--- config.mk ---
export PLATFORM = sky130hd
export DESIGN_NAME = lock_ctrl_flat
export DESIGN_NICKNAME = d
export VERILOG_FILES = /design/src/rtl/lock_if.sv /design/src/rtl/lock_ctrl.sv /design/src/flat_wrapper.sv
export SDC_FILE = /design/constraint.sdc
export NUM_CORES = 1
export LEC_CHECK = 0
export CAP_MARGIN = 20
export CELL_PAD_IN_SITES_DETAIL_PLACEMENT = 0
export CELL_PAD_IN_SITES_GLOBAL_PLACEMENT = 2
export CORE_UTILIZATION = 36
export CTS_BUF_LIST = sky130_fd_sc_hd__clkbuf_16
export DETAILED_ROUTE_END_ITERATION = 8
export PLACE_DENSITY = 0.92
export SLEW_MARGIN = 40
export SYNTH_ARGS = -nofsm -noshare
export SYNTH_HDL_FRONTEND = slang
export SYNTH_SLANG_ARGS = --single-unit
--- constraint.sdc ---
create_clock -name clk -period 6.6 [get_ports clk]
set_clock_uncertainty 0.2 [all_clocks]
set_input_delay 1.32 -clock clk [delete_from_list [all_inputs] [get_ports clk]]
set_output_delay 1.32 -clock clk [all_outputs]
set_load 0.05 [all_outputs]
--- src/rtl/lock_if.sv ---
// rtl/lock_if.sv - keypad, comparator and actuator signal bundle for lock_ctrl
interface lock_if;
    logic        key_valid;
    logic [3:0]  key_code;
    logic        cmp_ok;
    logic [23:0] in_code;
    logic [23:0] pw_code;
    logic        cmp_en;
    logic        unlock;
    logic        alarm;
    logic        err;
    logic [2:0]  digit_cnt;
    logic [3:0]  fail_cnt;

    modport master (
        output key_valid, key_code, cmp_ok,
        input  in_code, pw_code, cmp_en, unlock, alarm, err, digit_cnt, fail_cnt
    );

    modport slave (
        input  key_valid, key_code, cmp_ok,
        output in_code, pw_code, cmp_en, unlock, alarm, err, digit_cnt, fail_cnt
    );
endinterface

--- src/rtl/lock_ctrl.sv ---
// rtl/lock_ctrl.sv - six-digit lock sequencer: entry buffer, compare, open/set/lockout timing
module lock_ctrl #(
    parameter int unsigned MAX_FAIL    = 3,
    parameter int unsigned OPEN_CYC    = 500,
    parameter int unsigned LOCKOUT_CYC = 1000,
    parameter logic [23:0] DEFAULT_PW  = 24'h123456
) (
    input  logic  clk,
    input  logic  rst,
    lock_if.slave lk
);
    localparam int unsigned TMAX = (OPEN_CYC > LOCKOUT_CYC) ? OPEN_CYC : LOCKOUT_CYC;
    localparam int TW = $clog2(TMAX) + 1;
    localparam logic [TW-1:0] OPEN_LOAD = TW'(OPEN_CYC - 1);
    localparam logic [TW-1:0] LOCK_LOAD = TW'(LOCKOUT_CYC - 1);
    localparam logic [3:0]    FAIL_MAX  = 4'(MAX_FAIL);

    typedef enum logic [2:0] {
        S_IDLE, S_CHECK, S_EVAL, S_OPEN, S_SET, S_LOCKOUT
    } state_t;

    state_t        state_q, state_d;
    logic [23:0]   in_code_q, in_code_d;
    logic [23:0]   pw_code_q, pw_code_d;
    logic          cmp_en_q, cmp_en_d;
    logic          unlock_q, unlock_d;
    logic          alarm_q, alarm_d;
    logic          err_q, err_d;
    logic [2:0]    digit_cnt_q, digit_cnt_d;
    logic [3:0]    fail_cnt_q, fail_cnt_d;
    logic [TW-1:0] timer_q, timer_d;

    logic          is_digit, is_clear, is_enter, is_change;
    logic          buf_full, timer_done;
    logic [23:0]   buf_code;
    logic [2:0]    buf_cnt;

    assign is_digit   = lk.key_valid && (lk.key_code <= 4'd9);
    assign is_clear   = lk.key_valid && (lk.key_code == 4'hA);
    assign is_enter   = lk.key_valid && (lk.key_code == 4'hB);
    assign is_change  = lk.key_valid && (lk.key_code == 4'hC);
    assign buf_full   = (digit_cnt_q == 3'd6);
    assign timer_done = (timer_q == '0);

    // Entry buffer contents after applying this cycle's digit/clear key.
    always_comb begin
        buf_code = in_code_q;
        buf_cnt  = digit_cnt_q;
        if (is_clear) begin
            buf_code = '0;
            buf_cnt  = '0;
        end else if (is_digit && !buf_full) begin
            buf_code = {in_code_q[19:0], lk.key_code};
            buf_cnt  = digit_cnt_q + 3'd1;
        end
    end

    always_comb begin
        state_d     = state_q;
        in_code_d   = in_code_q;
        digit_cnt_d = digit_cnt_q;
        pw_code_d   = pw_code_q;
        fail_cnt_d  = fail_cnt_q;
        timer_d     = timer_q;
        err_d       = 1'b0;

        case (state_q)
            S_IDLE: begin
                if (is_enter) begin
                    if (buf_full) begin
                        // Buffer is held through CHECK/EVAL so the comparator sees it.
                        state_d = S_CHECK;
                    end else begin
                        err_d       = 1'b1;
                        in_code_d   = '0;
                        digit_cnt_d = '0;
                    end
                end else begin
                    in_code_d   = buf_code;
                    digit_cnt_d = buf_cnt;
                end
            end
            S_CHECK: state_d = S_EVAL;
            S_EVAL: begin
                in_code_d   = '0;
                digit_cnt_d = '0;
                if (lk.cmp_ok) begin
                    state_d    = S_OPEN;
                    fail_cnt_d = '0;
                    timer_d    = OPEN_LOAD;
                end else if (fail_cnt_q + 4'd1 == FAIL_MAX) begin
                    state_d    = S_LOCKOUT;
                    fail_cnt_d = FAIL_MAX;
                    timer_d    = LOCK_LOAD;
                end else begin
                    state_d    = S_IDLE;
                    fail_cnt_d = fail_cnt_q + 4'd1;
                    err_d      = 1'b1;
                end
            end
            S_OPEN: begin
                if (timer_done || is_enter) begin
                    state_d = S_IDLE;
                end else if (is_change) begin
                    state_d = S_SET;
                    timer_d = OPEN_LOAD;
                end else begin
                    timer_d = timer_q - TW'(1);
                end
            end
            S_SET: begin
                if (timer_done) begin
                    state_d     = S_IDLE;
                    in_code_d   = '0;
                    digit_cnt_d = '0;
                end else if (is_enter) begin
                    timer_d     = OPEN_LOAD;
                    in_code_d   = '0;
                    digit_cnt_d = '0;
                    if (buf_full) begin
                        pw_code_d = in_code_q;
                        state_d   = S_IDLE;
                    end else begin
                        err_d = 1'b1;
                    end
                end else if (is_digit || is_clear) begin
                    timer_d     = OPEN_LOAD;
                    in_code_d   = buf_code;
                    digit_cnt_d = buf_cnt;
                end else begin
                    timer_d = timer_q - TW'(1);
                end
            end
            S_LOCKOUT: begin
                if (timer_done) begin
                    state_d    = S_IDLE;
                    fail_cnt_d = '0;
                end else begin
                    timer_d = timer_q - TW'(1);
                end
            end
            default: state_d = S_IDLE;
        endcase

        cmp_en_d = (state_d == S_CHECK) || (state_d == S_EVAL);
        unlock_d = (state_d == S_OPEN) || (state_d == S_SET);
        alarm_d  = (state_d == S_LOCKOUT);
    end

    always_ff @(posedge clk or posedge rst) begin
        if (rst) begin
            state_q     <= S_IDLE;
            in_code_q   <= '0;
            pw_code_q   <= DEFAULT_PW;
            cmp_en_q    <= 1'b0;
            unlock_q    <= 1'b0;
            alarm_q     <= 1'b0;
            err_q       <= 1'b0;
            digit_cnt_q <= '0;
            fail_cnt_q  <= '0;
            timer_q     <= '0;
        end else begin
            state_q     <= state_d;
            in_code_q   <= in_code_d;
            pw_code_q   <= pw_code_d;
            cmp_en_q    <= cmp_en_d;
            unlock_q    <= unlock_d;
            alarm_q     <= alarm_d;
            err_q       <= err_d;
            digit_cnt_q <= digit_cnt_d;
            fail_cnt_q  <= fail_cnt_d;
            timer_q     <= timer_d;
        end
    end

    assign lk.in_code   = in_code_q;
    assign lk.pw_code   = pw_code_q;
    assign lk.cmp_en    = cmp_en_q;
    assign lk.unlock    = unlock_q;
    assign lk.alarm     = alarm_q;
    assign lk.err       = err_q;
    assign lk.digit_cnt = digit_cnt_q;
    assign lk.fail_cnt  = fail_cnt_q;
endmodule
--- src/flat_wrapper.sv ---
// flat-port wrapper written by rule: the top's interface ports become plain ports
module lock_ctrl_flat 
#(
    parameter int unsigned MAX_FAIL    = 3,
    parameter int unsigned OPEN_CYC    = 500,
    parameter int unsigned LOCKOUT_CYC = 1000,
    parameter logic [23:0] DEFAULT_PW  = 24'h123456
)
  (clk, rst, lk_key_valid, lk_key_code, lk_cmp_ok, lk_in_code, lk_pw_code, lk_cmp_en, lk_unlock, lk_alarm, lk_err, lk_digit_cnt, lk_fail_cnt);
  lock_if lk_i ();
  input  logic clk;
  input  logic rst;
  input wire logic [$bits(lk_i.key_valid)-1:0] lk_key_valid;
  input wire logic [$bits(lk_i.key_code)-1:0] lk_key_code;
  input wire logic [$bits(lk_i.cmp_ok)-1:0] lk_cmp_ok;
  output wire logic [$bits(lk_i.in_code)-1:0] lk_in_code;
  output wire logic [$bits(lk_i.pw_code)-1:0] lk_pw_code;
  output wire logic [$bits(lk_i.cmp_en)-1:0] lk_cmp_en;
  output wire logic [$bits(lk_i.unlock)-1:0] lk_unlock;
  output wire logic [$bits(lk_i.alarm)-1:0] lk_alarm;
  output wire logic [$bits(lk_i.err)-1:0] lk_err;
  output wire logic [$bits(lk_i.digit_cnt)-1:0] lk_digit_cnt;
  output wire logic [$bits(lk_i.fail_cnt)-1:0] lk_fail_cnt;
  assign lk_i.key_valid = lk_key_valid;
  assign lk_i.key_code = lk_key_code;
  assign lk_i.cmp_ok = lk_cmp_ok;
  assign lk_in_code = lk_i.in_code;
  assign lk_pw_code = lk_i.pw_code;
  assign lk_cmp_en = lk_i.cmp_en;
  assign lk_unlock = lk_i.unlock;
  assign lk_alarm = lk_i.alarm;
  assign lk_err = lk_i.err;
  assign lk_digit_cnt = lk_i.digit_cnt;
  assign lk_fail_cnt = lk_i.fail_cnt;
  lock_ctrl #(.MAX_FAIL(MAX_FAIL), .OPEN_CYC(OPEN_CYC), .LOCKOUT_CYC(LOCKOUT_CYC), .DEFAULT_PW(DEFAULT_PW)) u_core (.clk(clk), .rst(rst), .lk(lk_i));
endmodule
-- Yosys cells after proc, flatten, opt, wreduce, memory -nomap -nowiden
Index checks and enable logic that the tools add are counted.
- bits in latches: 0
- RAM bits: 0
- memories: 0
- bits of input ports: 8
- logic and storage cells: 102
- bits in read-only memories: 0
- register bits after elaboration: 73
- output and inout port bits: 59
- divide/modulo/power cells: 0
- bitwise logic cells: 1
- muxes and demuxes: 46
- $lt $le $gt $ge: 1
- shifts and indexed selects: 0
- $add $sub $neg: 3
- reduce and logical (&&, ||, !) cells: 19
- multipliers: 0
- equal/unequal tests: 22
- operators by type and width (operator ; count):
    24-bit 2-to-1 mux ; 7
    11-bit 2-to-1 mux ; 8
    24-bit one-hot mux with 3 select lines ; 1
    3-bit 2-to-1 mux ; 17
    11-bit one-hot mux with 4 select lines ; 1
    3-bit one-hot mux with 6 select lines ; 1
    3-bit equality test (second input constant) ; 5
    3-bit by 2-bit equality test with 1-bit output (second input constant) ; 4
    4-bit equality test (second input constant) ; 3
    4-bit 2-to-1 mux ; 3
    11-bit logical NOT ; 1
    11-bit by 1-bit subtractor with 11-bit output (second input constant) ; 1
    3-bit one-hot mux with 3 select lines ; 1
    4-bit one-hot mux with 2 select lines ; 1
    3-bit by 1-bit equality test with 1-bit output (second input constant) ; 2
    2-bit != test (second input constant) ; 3
    1-bit logical AND ; 5
    1-bit 2-to-1 mux ; 5
    5-bit AND reduction ; 1
    4-bit by 1-bit adder with 4-bit output (second input constant) ; 1
    4-bit by 2-bit equality test with 1-bit output (second input constant) ; 1
    4-bit <= comparator (second input constant) ; 1
    1-bit logical OR ; 4
    4-bit by 1-bit != test with 1-bit output (second input constant) ; 1
    other kinds (14) ; 14

-- Depth between registers and ports, before layout
Gate-level depths: netlist (run 1).
- depth after elaboration: 9
- depth in mapped cells: 8
- depth with buffers taken out: 7

-- Worst setup path after synthesis (run 1)
Ideal clock, no wire load.
- kind: input to register
- start: input lk_key_code[2]
- end: register u_core.pw_code_q[0] (netlist: u_core.lk.pw_code[0])
- required time: 6.275 ns
- arrival time: 2.689 ns
- path slack: 3.586 ns
- library setup time: 0.125 ns
- path buffers: 2
- stages on the path: 6
- cells stage by stage: and4b_1 buf_2 nand2_1 nor4_4 buf_2 mux2_2
- longest elaborated chain between the ends: 3
- ends and longest elaborated chain (item ; line ; text):
    start: declaration ; flat_wrapper.sv:14 ; input wire logic [$bits(lk_i.key_code)-1:0] lk_key_code;
    4-bit equality test ; lock_ctrl.sv:40 ; assign is_enter = lk.key_valid && (lk.key_code == 4'hB);
    1-bit logical AND ; lock_ctrl.sv:40 ;
    4-bit AND reduction (no source line) ; -- ;
    end signal: assignment ; lock_ctrl.sv:165 ; pw_code_q <= pw_code_d;
    end: declaration ; lock_ctrl.sv:24 ; logic [23:0] pw_code_q, pw_code_d;
No other way between the ends.
A chain may end at the register's enable or synchronous reset.

-- Final worst setup path (run 1)
- start: input lk_key_code[2]
- end: register u_core.timer_q[3]
- longest elaborated chain between the ends: 7
- elaborated cells between the ends (all ways): 18
- classes of those cells: order compare (1); eq/ne (4); mux (6); reduce/logical (7)
- ends and longest elaborated chain (item ; line ; text):
    4-bit <= comparator / 4-bit equality test (equally long branches) ; lock_ctrl.sv:38, lock_ctrl.sv:39 ;
    1-bit logical AND (on tied branches) ; lock_ctrl.sv:38, lock_ctrl.sv:39 ;
    1-bit logical OR ; lock_ctrl.sv:126 ; end else if (is_digit || is_clear) begin
    11-bit 2-to-1 mux ; lock_ctrl.sv:126 ;
    11-bit 2-to-1 mux ; lock_ctrl.sv:116 ; end else if (is_enter) begin
    11-bit 2-to-1 mux ; lock_ctrl.sv:112 ; if (timer_done) begin
    11-bit one-hot mux with 4 select lines ; lock_ctrl.sv:67 ; case (state_q)
    end signal: assignment ; lock_ctrl.sv:172 ; timer_q <= timer_d;
    end: declaration ; lock_ctrl.sv:31 ; logic [TW-1:0] timer_q, timer_d;
Several ways; a longest one is shown, not always the timed one. The select of a mux whose other input is x is not followed.

==> impl_results.md, run 1 <==
- Critical Path RT: 6.61 ns
- Min Tclk post-route: 3.65 ns
- Clock slew at reported path FFs: 0.07 ns
- PD cells: 403 nW/um2
- TritonCTS clock tree: yes
- Routed wire length: 7940 um
- Placed Area: 4310 um2
- Crit path max fanout: 11
- Post-synthesis async set-or-reset flop share: 100%
- Max frequency: 274 MHz
- Vias per inst: 5.18
- Initial antenna violation count: 0
- Status: finished, final reports clean
- Iter 0 DRT Violations: 193
- Die width: 101 um
- Setup TNS: 0 ns
- Area delta synth->final: 29.7%
- Commonest cells after routing, fill and taps aside: clkdlybuf4s50_1, dfrtp_1, nand2_1, mux2_2, a21oi_2
- Core Rows: 35
- CTS hold repair buffers: 0
- CP Class: in -> reg
- Layout cells sized above 1: 21.7%
- Final setup viols: 0
- Postcts setup bufs: 0
- Synthesized flop and latch total: 73
- Largest net degree at the start of global routing: 74
- Final #Nets: 409
- CTS sink cnt: 73
- Root Buffer: clkbuf_16
- Post-synth cell types: 60
- Dpl ws: 2.63 ns
- Global-route wire length before repair: 13200 um
- Die ar.: 10200 um2
- Antenna cells: 0
- Core area: 9370 um2
- Maximum VDD drop: 0.000199 V
- Syn. warnings: 0
- Vias in the first global route: 2559
- Drt pass-1 iters: 4
- CP Launch Type: primary input
- Worst setup EP type: flip-flop
- Least-Margin Pin Slew: 0.760 ns
- Synthesized cell area: 3540 um2
- Register area share after synthesis: 51.9%
- I/O Pins: 67
- Commonest non-fill, non-tap cell in the layout: clkdlybuf4s50_1
- Syn Inst Count: 333
- Vias: 2744
- Starting Density: 37.8%
- Number of hold violations in the final report: 0
- Hold Path Class: reg -> reg
- Total clock buffers created by CTS: 9
- Final critical-path share of the clock period: 55.3%
- Antenna Violating Nets Remaining: 0
- Routability cong.: 0.805
- Ys flop type: dfrtp_1
- Leakage: 1.89 nW
- Number of flops mapped to enable cells by yosys: 0
- Hpwl dp: 5270 um
- Cell area after layout: 4600 um2
- Number of max-cap violations: 0
- Die Ht: 101 um
- CTS max path bufs: 2
- Clk_lat worst skew: 0.33 ns
- Avg WL per Cell: 15.0 um
- Unrepaired setup endpoints after global routing: no
- Total track usage: 16.6%
- Final Hold Slack: 0.305 ns
- Syn nets: 346
- Max H-tree Level: 3
- Final Max Slew Viols: 0
- Post-Syn Area per Cell: 10.6 um2
- Arrival time at the worst endpoint: 3.66 ns
- Relative slew margins: 49.0%
- DRC: 0
- Port buffer count: 66
- Gr ovfl total: 0
- Setup slack after layout: 2.95 ns
- Gates resized, CTS repair: 0
area by class of cell:
class	count	area [um2]
Timing Repair Buffer	69	687
Inverter	7	26.3
Fill cell	888	4780
Tap cell	129	161
Clock inverter	7	61.3
Multi-Input combinational cell	236	1600
Sequential cell	73	1840
Clock buffer	9	225
through the flow:
step	utilization, %	cells	total power, W
2_1_floorplan	-	333	0.00116
3_3_place_gp	45.9	514	0.00138
3_5_place_dp	46.0	514	0.00139
4_1_cts	49.0	530	0.00186
5_1_grt	49.0	530	0.00195
6_report	49.0	530	0.00185
sequential cells by signal, indices dropped and copies added (netlist names):
register and flops:
u_core.lk.alarm 1, u_core.state_q 3, u_core.lk.in_code 24, u_core.lk.pw_code 24
u_core.lk.err 1, u_core.timer_q 11, u_core.lk.unlock 1, u_core.lk.cmp_en 1
u_core.lk.digit_cnt 3, u_core.lk.fail_cnt 4
worst max-delay path: stages:
cell and delay, ns:
clkdlybuf4s50_1 0.58, and4b_1 0.31, a41o_1 0.27, o21ai_1 0.60, nand2_1 0.20, a221o_1 0.38
synthesized netlist by cell type, types with 2 or more instances:
library cell / count / area share [%]
a221o_1: 2 / 0.56
inv_1: 7 / 0.74
a31oi_1: 12 / 2.1
dfstp_2: 9 / 6.7
a21o_1: 2 / 0.42
ha_1: 5 / 1.8
xnor2_1: 2 / 0.49
nor2_1: 13 / 1.4
a21oi_1: 15 / 2.1
a21oi_2: 18 / 4.4
nor4_4: 2 / 1.2
or2_2: 2 / 0.35
a21boi_0: 2 / 0.42
nand2_1: 61 / 6.5
clkbuf_1: 7 / 0.74
and3_1: 4 / 0.71
dfrtp_1: 64 / 45
nor2_2: 2 / 0.35
nor3_1: 4 / 0.56
nand3b_1: 2 / 0.42
a41oi_1: 4 / 0.99
nor2b_1: 2 / 0.35
a32oi_1: 3 / 0.74
nand4_1: 3 / 0.53
mux2_2: 24 / 7.6
nand2b_1: 4 / 0.71
o21bai_1: 3 / 0.64
buf_6: 2 / 0.64
nor4_1: 2 / 0.35
or3_1: 2 / 0.35
o21ai_0: 11 / 1.6
nand3_1: 4 / 0.56
and2_1: 2 / 0.35
buf_2: 6 / 0.85
logic make-up (layout without fill, tap and decap cells):
logic type	after synthesis	count (layout)	synth area share, %
AO/OA/AOI/OAI	86	86	17.8
XOR/XNOR	3	3	0.741
adder cells (fa/ha/maj)	5	5	1.76
buffers and inverters	24	92	3.28
flip-flops	73	73	51.9
multiplexers	24	24	7.62
AND/OR/NAND/NOR	118	118	16.9
power breakdown:
part           switching [W]  total, W  internal [W]
Combinational       0.000482  0.000723      0.000241
Sequential          0.000126  0.000662      0.000536
Clock               0.000205  0.000466      0.000261
Total               0.000813   0.00185       0.00104
routing by layer:
metal / global-route usage (%) / routed length (um) / vias to the layer above / part of all wire, %
met2: 24.4 / 3650 / 71 / 46
met1: 24.2 / 3880 / 1344 / 49
met3: 3.59 / 301 / 10 / 3.8
li1: - / - / 1319 / -
met4: 5.69 / 102 / 0 / 1.3
met5: 0 / 0 / - / 0
final timing paths:
kind                                            start                      to  slack (ns)  cells past startpoint
worst max register to register      u_core.timer_q[0]  u_core.lk.digit_cnt[1]        3.81                      8
min in group asynchronous                         rst   u_core.lk.pw_code[19]        1.29                      3
worst min-delay path            u_core.lk.pw_code[19]   u_core.lk.pw_code[19]        0.30                      1
worst max-delay path                   lk_key_code[2]       u_core.timer_q[3]        2.95                      6
max in group asynchronous                         rst   u_core.lk.in_code[20]        4.46                      3
worst min register to register  u_core.lk.pw_code[19]   u_core.lk.pw_code[19]        0.30                      1
Power figures use the tool's default switching activity.
==> run 2: changes to the inputs <==
--- a/config.mk
+++ b/config.mk
@@ -8,10 +8,10 @@
 export CAP_MARGIN = 20
 export CELL_PAD_IN_SITES_DETAIL_PLACEMENT = 0
 export CELL_PAD_IN_SITES_GLOBAL_PLACEMENT = 2
-export CORE_UTILIZATION = 36
+export CORE_UTILIZATION = 33
 export CTS_BUF_LIST = sky130_fd_sc_hd__clkbuf_16
 export DETAILED_ROUTE_END_ITERATION = 8
-export PLACE_DENSITY = 0.92
+export PLACE_DENSITY = 0.86
 export SLEW_MARGIN = 40
 export SYNTH_ARGS = -nofsm -noshare
 export SYNTH_HDL_FRONTEND = slang
==> constraint.sdc (replaced) <==
create_clock -name clk -period 3.7 [get_ports clk]
set_clock_uncertainty 0.2 [all_clocks]
set_input_delay 0.74 -clock clk [delete_from_list [all_inputs] [get_ports clk]]
set_output_delay 0.74 -clock clk [all_outputs]
set_load 0.05 [all_outputs]
==> impl_results.md, run 2 (same netlist as run 1, synthesis figures left out) <==
- Total clock buffers created by CTS: 9
- Unrepaired setup endpoints after global routing: no
- Max frequency: 356 MHz
- DRC: 0
- Iter 0 DRT Violations: 165
- Leakage: 1.94 nW
- Gates resized, CTS repair: 0
- WP depth: 6
- Setup TNS: 0 ns
- Combinational Power Share: 37.8%
- Largest net degree at the start of global routing: 45
- Switching pwr: 0.00141 W
- Critical Path RT: 3.71 ns
- Port buffer count: 66
- Die Ht: 106 um
- Hpwl dp: 5550 um
- Hold Crit Start: u_core.lk.pw_code[16]
- Commonest cells after routing, fill and taps aside: clkdlybuf4s50_1, dfrtp_1, nand2_1, mux2_2, a21oi_2
- Final #Nets: 412
- Cell area after layout: 4700 um2
- TritonCTS clock tree: yes
- Drt pass-1 iters: 4
- Status: finished, final reports clean
- Antenna cells: 0
- Routability cong.: 0.822
- Hold Path Depth: 1
- Core area: 10400 um2
- Die width: 106 um
- Vias per inst: 5.11
- Max H-tree Level: 3
- Internal power: 0.00207 W
- Arrival time at the worst endpoint: 2.82 ns
- Root Buffer: clkbuf_16
- Layout cells sized above 1: 21.5%
- Die ar.: 11200 um2
- Crit path max fanout: 24
- Final Max Slew Viols: 0
- Placed Area: 4360 um2
- Avg WL per Cell: 14.8 um
- Crit-path cells: clkdlybuf4s50_1 -> and4b_1 -> nand2_1 -> nor4_4 -> buf_4 -> mux2_2
- R2R Setup Slk: 0.90 ns
- Hold Path Class: reg -> reg
- CP Launch Type: primary input
- Share of power burned in registers: 33.7%
- Total track usage: 15.1%
- CP Class: in -> reg
- Final critical-path share of the clock period: 76.0%
- Least-Margin Pin Slew: 0.664 ns
- CTS sink cnt: 73
- Sw frac: 40.6%
- I/O Pins: 67
- CTS max path bufs: 2
- PD cells: 741 nW/um2
- Initial antenna violation count: 0
- Area delta synth->final: 32.6%
- R2r worst-path depth: 8
- CTS hold repair buffers: 0
- Clk_lat worst skew: 0.33 ns
- CP max stage cell: clkdlybuf4s50_1
- Maximum VDD drop: 0.000301 V
- Gr ovfl total: 0
- Setup crit start: lk_key_code[3]
- Starting Density: 34.2%
- Worst setup EP type: flip-flop
- Vias: 2759
- Min Tclk post-route: 2.81 ns
- Crit-path leading delay family: buffers and inverters
- Commonest non-fill, non-tap cell in the layout: clkdlybuf4s50_1
- Relative slew margins: 55.7%
- Number of max-cap violations: 0
- Reg-to-Reg Start: u_core.timer_q[0]
- Slowest cell delay on critical path: 0.59 ns
- Core Rows: 37
- Number of hold violations in the final report: 0
- Clock slew at reported path FFs: 0.06 ns
- Crit path buffers/inverters: 2
- Antenna Violating Nets Remaining: 0
- Routed wire length: 7970 um
- Postcts setup bufs: 0
- Share of total power in the clock network: 28.4%
- Vias in the first global route: 2666
- Final setup viols: 0
- Global-route wire length before repair: 13400 um
-- run 2: metal layers --
layer  track usage, %  up-vias  part of all wire, %
li1                 -     1327                    -
met1             21.0     1360                   49
met2             22.6       64                   46
met3             2.91        8                  3.3
met4             6.65        0                  1.5
met5                0        -                    0
-- run 2: area by class of cell --
| class | count | area, um2 |
|---|---|---|
| Clock buffer | 9 | 225 |
| Timing Repair Buffer | 72 | 731 |
| Multi-Input combinational cell | 236 | 1590 |
| Sequential cell | 73 | 1840 |
| Fill cell | 1023 | 5670 |
| Inverter | 7 | 26.3 |
| Clock inverter | 7 | 119 |
| Tap cell | 136 | 170 |
-- run 2: path summary, 6_finish.rpt --
kind,to
hold reg to reg,u_core.lk.pw_code[16]
setup / recovery,u_core.lk.pw_code[23]
setup reg to reg,u_core.lk.in_code[19]
min in group asynchronous,u_core.lk.pw_code[21]
hold / removal,u_core.lk.pw_code[16]
max in group asynchronous,u_core.lk.pw_code[10]
-- run 2: power groups by stage --
stage,clock (W),combinational (W),sequential [W]
2_1_floorplan,0,0.000543,0.00154
3_3_place_gp,0,0.00132,0.00119
3_5_place_dp,0,0.00132,0.00119
4_1_cts,0.00102,0.00132,0.00118
5_1_grt,0.00105,0.00141,0.00121
6_report,0.000991,0.00132,0.00117
-- run 2: per-stage QoR --
stage / hold slack (ns) / util (%) / std cells / setup slack [ns] / total power (W)
4_1_cts: 0.311 / 45.3 / 540 / 0.897 / 0.00352
5_1_grt: 0.326 / 45.3 / 540 / 0.738 / 0.00366
3_3_place_gp: 0.290 / 42.0 / 524 / 0.643 / 0.00251
2_1_floorplan: 0.265 / - / 333 / 0.922 / 0.00208
3_5_place_dp: 0.296 / 42.0 / 524 / 0.564 / 0.00251
6_report: 0.303 / 45.3 / 540 / 0.888 / 0.00348
==> run 3: changes to the inputs <==
==> constraint.sdc (replaced) <==
create_clock -name clk -period 2.8 [get_ports clk]
set_clock_uncertainty 0.2 [all_clocks]
set_input_delay 0.56 -clock clk [delete_from_list [all_inputs] [get_ports clk]]
set_output_delay 0.56 -clock clk [all_outputs]
set_load 0.05 [all_outputs]
==> impl_results.md, run 3 (same netlist as run 1, synthesis figures left out) <==
- Relative slew margins: 58.1%
- Vias: 2822
- Commonest non-fill, non-tap cell in the layout: clkdlybuf4s50_1
- Largest net degree at the start of global routing: 28
- PD cells: 943 nW/um2
- Port buffer count: 66
- Iter 0 DRT Violations: 135
- Max frequency: 396 MHz
- Final setup viols: 0
- Initial antenna violation count: 0
- Vias per inst: 5.11
- CTS sink cnt: 73
- Worst setup EP type: flip-flop
- R2R Setup Slk: 0.27 ns
- Hpwl dp: 5940 um
- Arrival time at the worst endpoint: 2.53 ns
- CP Launch Type: flip-flop
- Slowest cell delay on critical path: 0.45 ns
- Die ar.: 11200 um2
- Global-route wire length before repair: 14400 um
- Drt pass-1 iters: 4
- Antenna Violating Nets Remaining: 0
- TritonCTS clock tree: yes
- Dpl ws: -0.0225 ns
- Die width: 106 um
- CTS hold repair buffers: 0
- Core area: 10400 um2
- I/O Pins: 67
- Hold Path Depth: 1
- R2r worst-path depth: 8
- Setup slack after layout: 0.272 ns
- CTS max path bufs: 2
- Total track usage: 16.3%
- Gr ovfl total: 0
- Avg WL per Cell: 15.2 um
- Root Buffer: clkbuf_16
- Clock slew at reported path FFs: 0.06 ns
- Critical Path RT: 2.80 ns
- Routability cong.: 0.818
- Leakage: 2.00 nW
- Status: finished, final reports clean
- Area delta synth->final: 34.9%
- Number of max-cap violations: 0
- Fill cells: 1019
- Die Ht: 106 um
- Crit-path cells: inv_1 -> ha_1 -> or3b_4 -> nor4_4 -> o21ai_2 -> a221oi_4 -> buf_12 -> a21oi_1
- Max H-tree Level: 3
- Number of hold violations in the final report: 0
- Commonest cells after routing, fill and taps aside: clkdlybuf4s50_1, dfrtp_1, nand2_1, mux2_2, a21oi_2
- Setup TNS: 0 ns
- Final Max Slew Viols: 0
- Crit path max fanout: 27
- Maximum VDD drop: 0.000380 V
- Antenna cells: 0
- CP max stage cell: or3b_4
- DRC: 0
- Total Power: 0.00451 W
- Multi-input gate area: 1590 um2
- Routed wire length: 8380 um
- Core Rows: 37
- Unrepaired setup endpoints after global routing: no
- Gates resized, CTS repair: 0
- Min Tclk post-route: 2.53 ns
- Clk_lat worst skew: 0.33 ns
- CP Class: reg -> reg
- Register area: 1840 um2
- Layout cells sized above 1: 24.0%
- Vias in the first global route: 2781
- Total clock buffers created by CTS: 9
- Starting Density: 34.2%
- Least-Margin Pin Slew: 0.627 ns
- Postcts setup bufs: 0
- Final #Nets: 424
- Hold Path Class: reg -> reg
- Final critical-path share of the clock period: 90.3%
## run 3: cell count changes in the layout (fill, tap and decap cells not counted)
cell        before  now
inv_1            7    6
clkinv_2         0    2
inv_6            1    3
clkinvlp_4       1    0
bufinv_16        3    1
buf_12           2    5
buf_4            4   13
## run 3: path summary, 6_finish.rpt
check	from	endpoint
max in group asynchronous	rst	u_core.lk.pw_code[20]
worst max-delay path	u_core.timer_q[0]	u_core.lk.in_code[23]
worst min register to register	u_core.lk.pw_code[3]	u_core.lk.pw_code[3]
worst max register to register	u_core.timer_q[0]	u_core.lk.in_code[23]
worst min-delay path	u_core.lk.pw_code[3]	u_core.lk.pw_code[3]
min in group asynchronous	rst	u_core.lk.in_code[14]
## run 3: metrics by stage
step | util [%] | hold slack, ns | cell area (um2) | cells
after floorplan | - | 0.265 | 3540 | 333
after global placement | 43.2 | 0.291 | 4480 | 536
after CTS | 46.1 | 0.309 | 4780 | 552
after detailed placement | 43.2 | 0.296 | 4480 | 536
after global routing | 46.1 | 0.327 | 4780 | 552
final | 46.1 | 0.305 | 4780 | 552
## run 3: layout make-up
class                      count  share of cell area [%]
clock buffer                   9                    4.71
clock inverter                 7                    1.57
inverter                       7                   0.549
multi-input combinational    236                    33.2
sequential                    73                    38.4
tap                          136                    3.56
timing repair buffer          84                    17.9
## run 3: power breakdown
group	internal, W	switching (W)	leakage (nW)
Clock	0.000697	0.000456	0.151
Combinational	0.000642	0.00116	0.912
Sequential	0.00126	0.000291	0.933
## run 3: layer usage
| metal | vias to the layer above | global-route usage, % | part of all wire, % |
|---|---|---|---|
| met1 | 1404 | 22.8 | 47 |
| met4 | 0 | 5.95 | 0.86 |
| met5 | - | 0 | 0 |
| met2 | 59 | 25.7 | 49 |
| met3 | 4 | 2.41 | 3.5 |
| li1 | 1355 | - | - |
## run 3: critical path: cells and delay by family, from the launching register on
family                   cells  cell delay (ns)
AND/OR/NAND/NOR              2             0.74
AO/OA/AOI/OAI                3             0.47
flip-flops                   1             0.41
buffers and inverters        2             0.34
adder cells (fa/ha/maj)      1             0.24
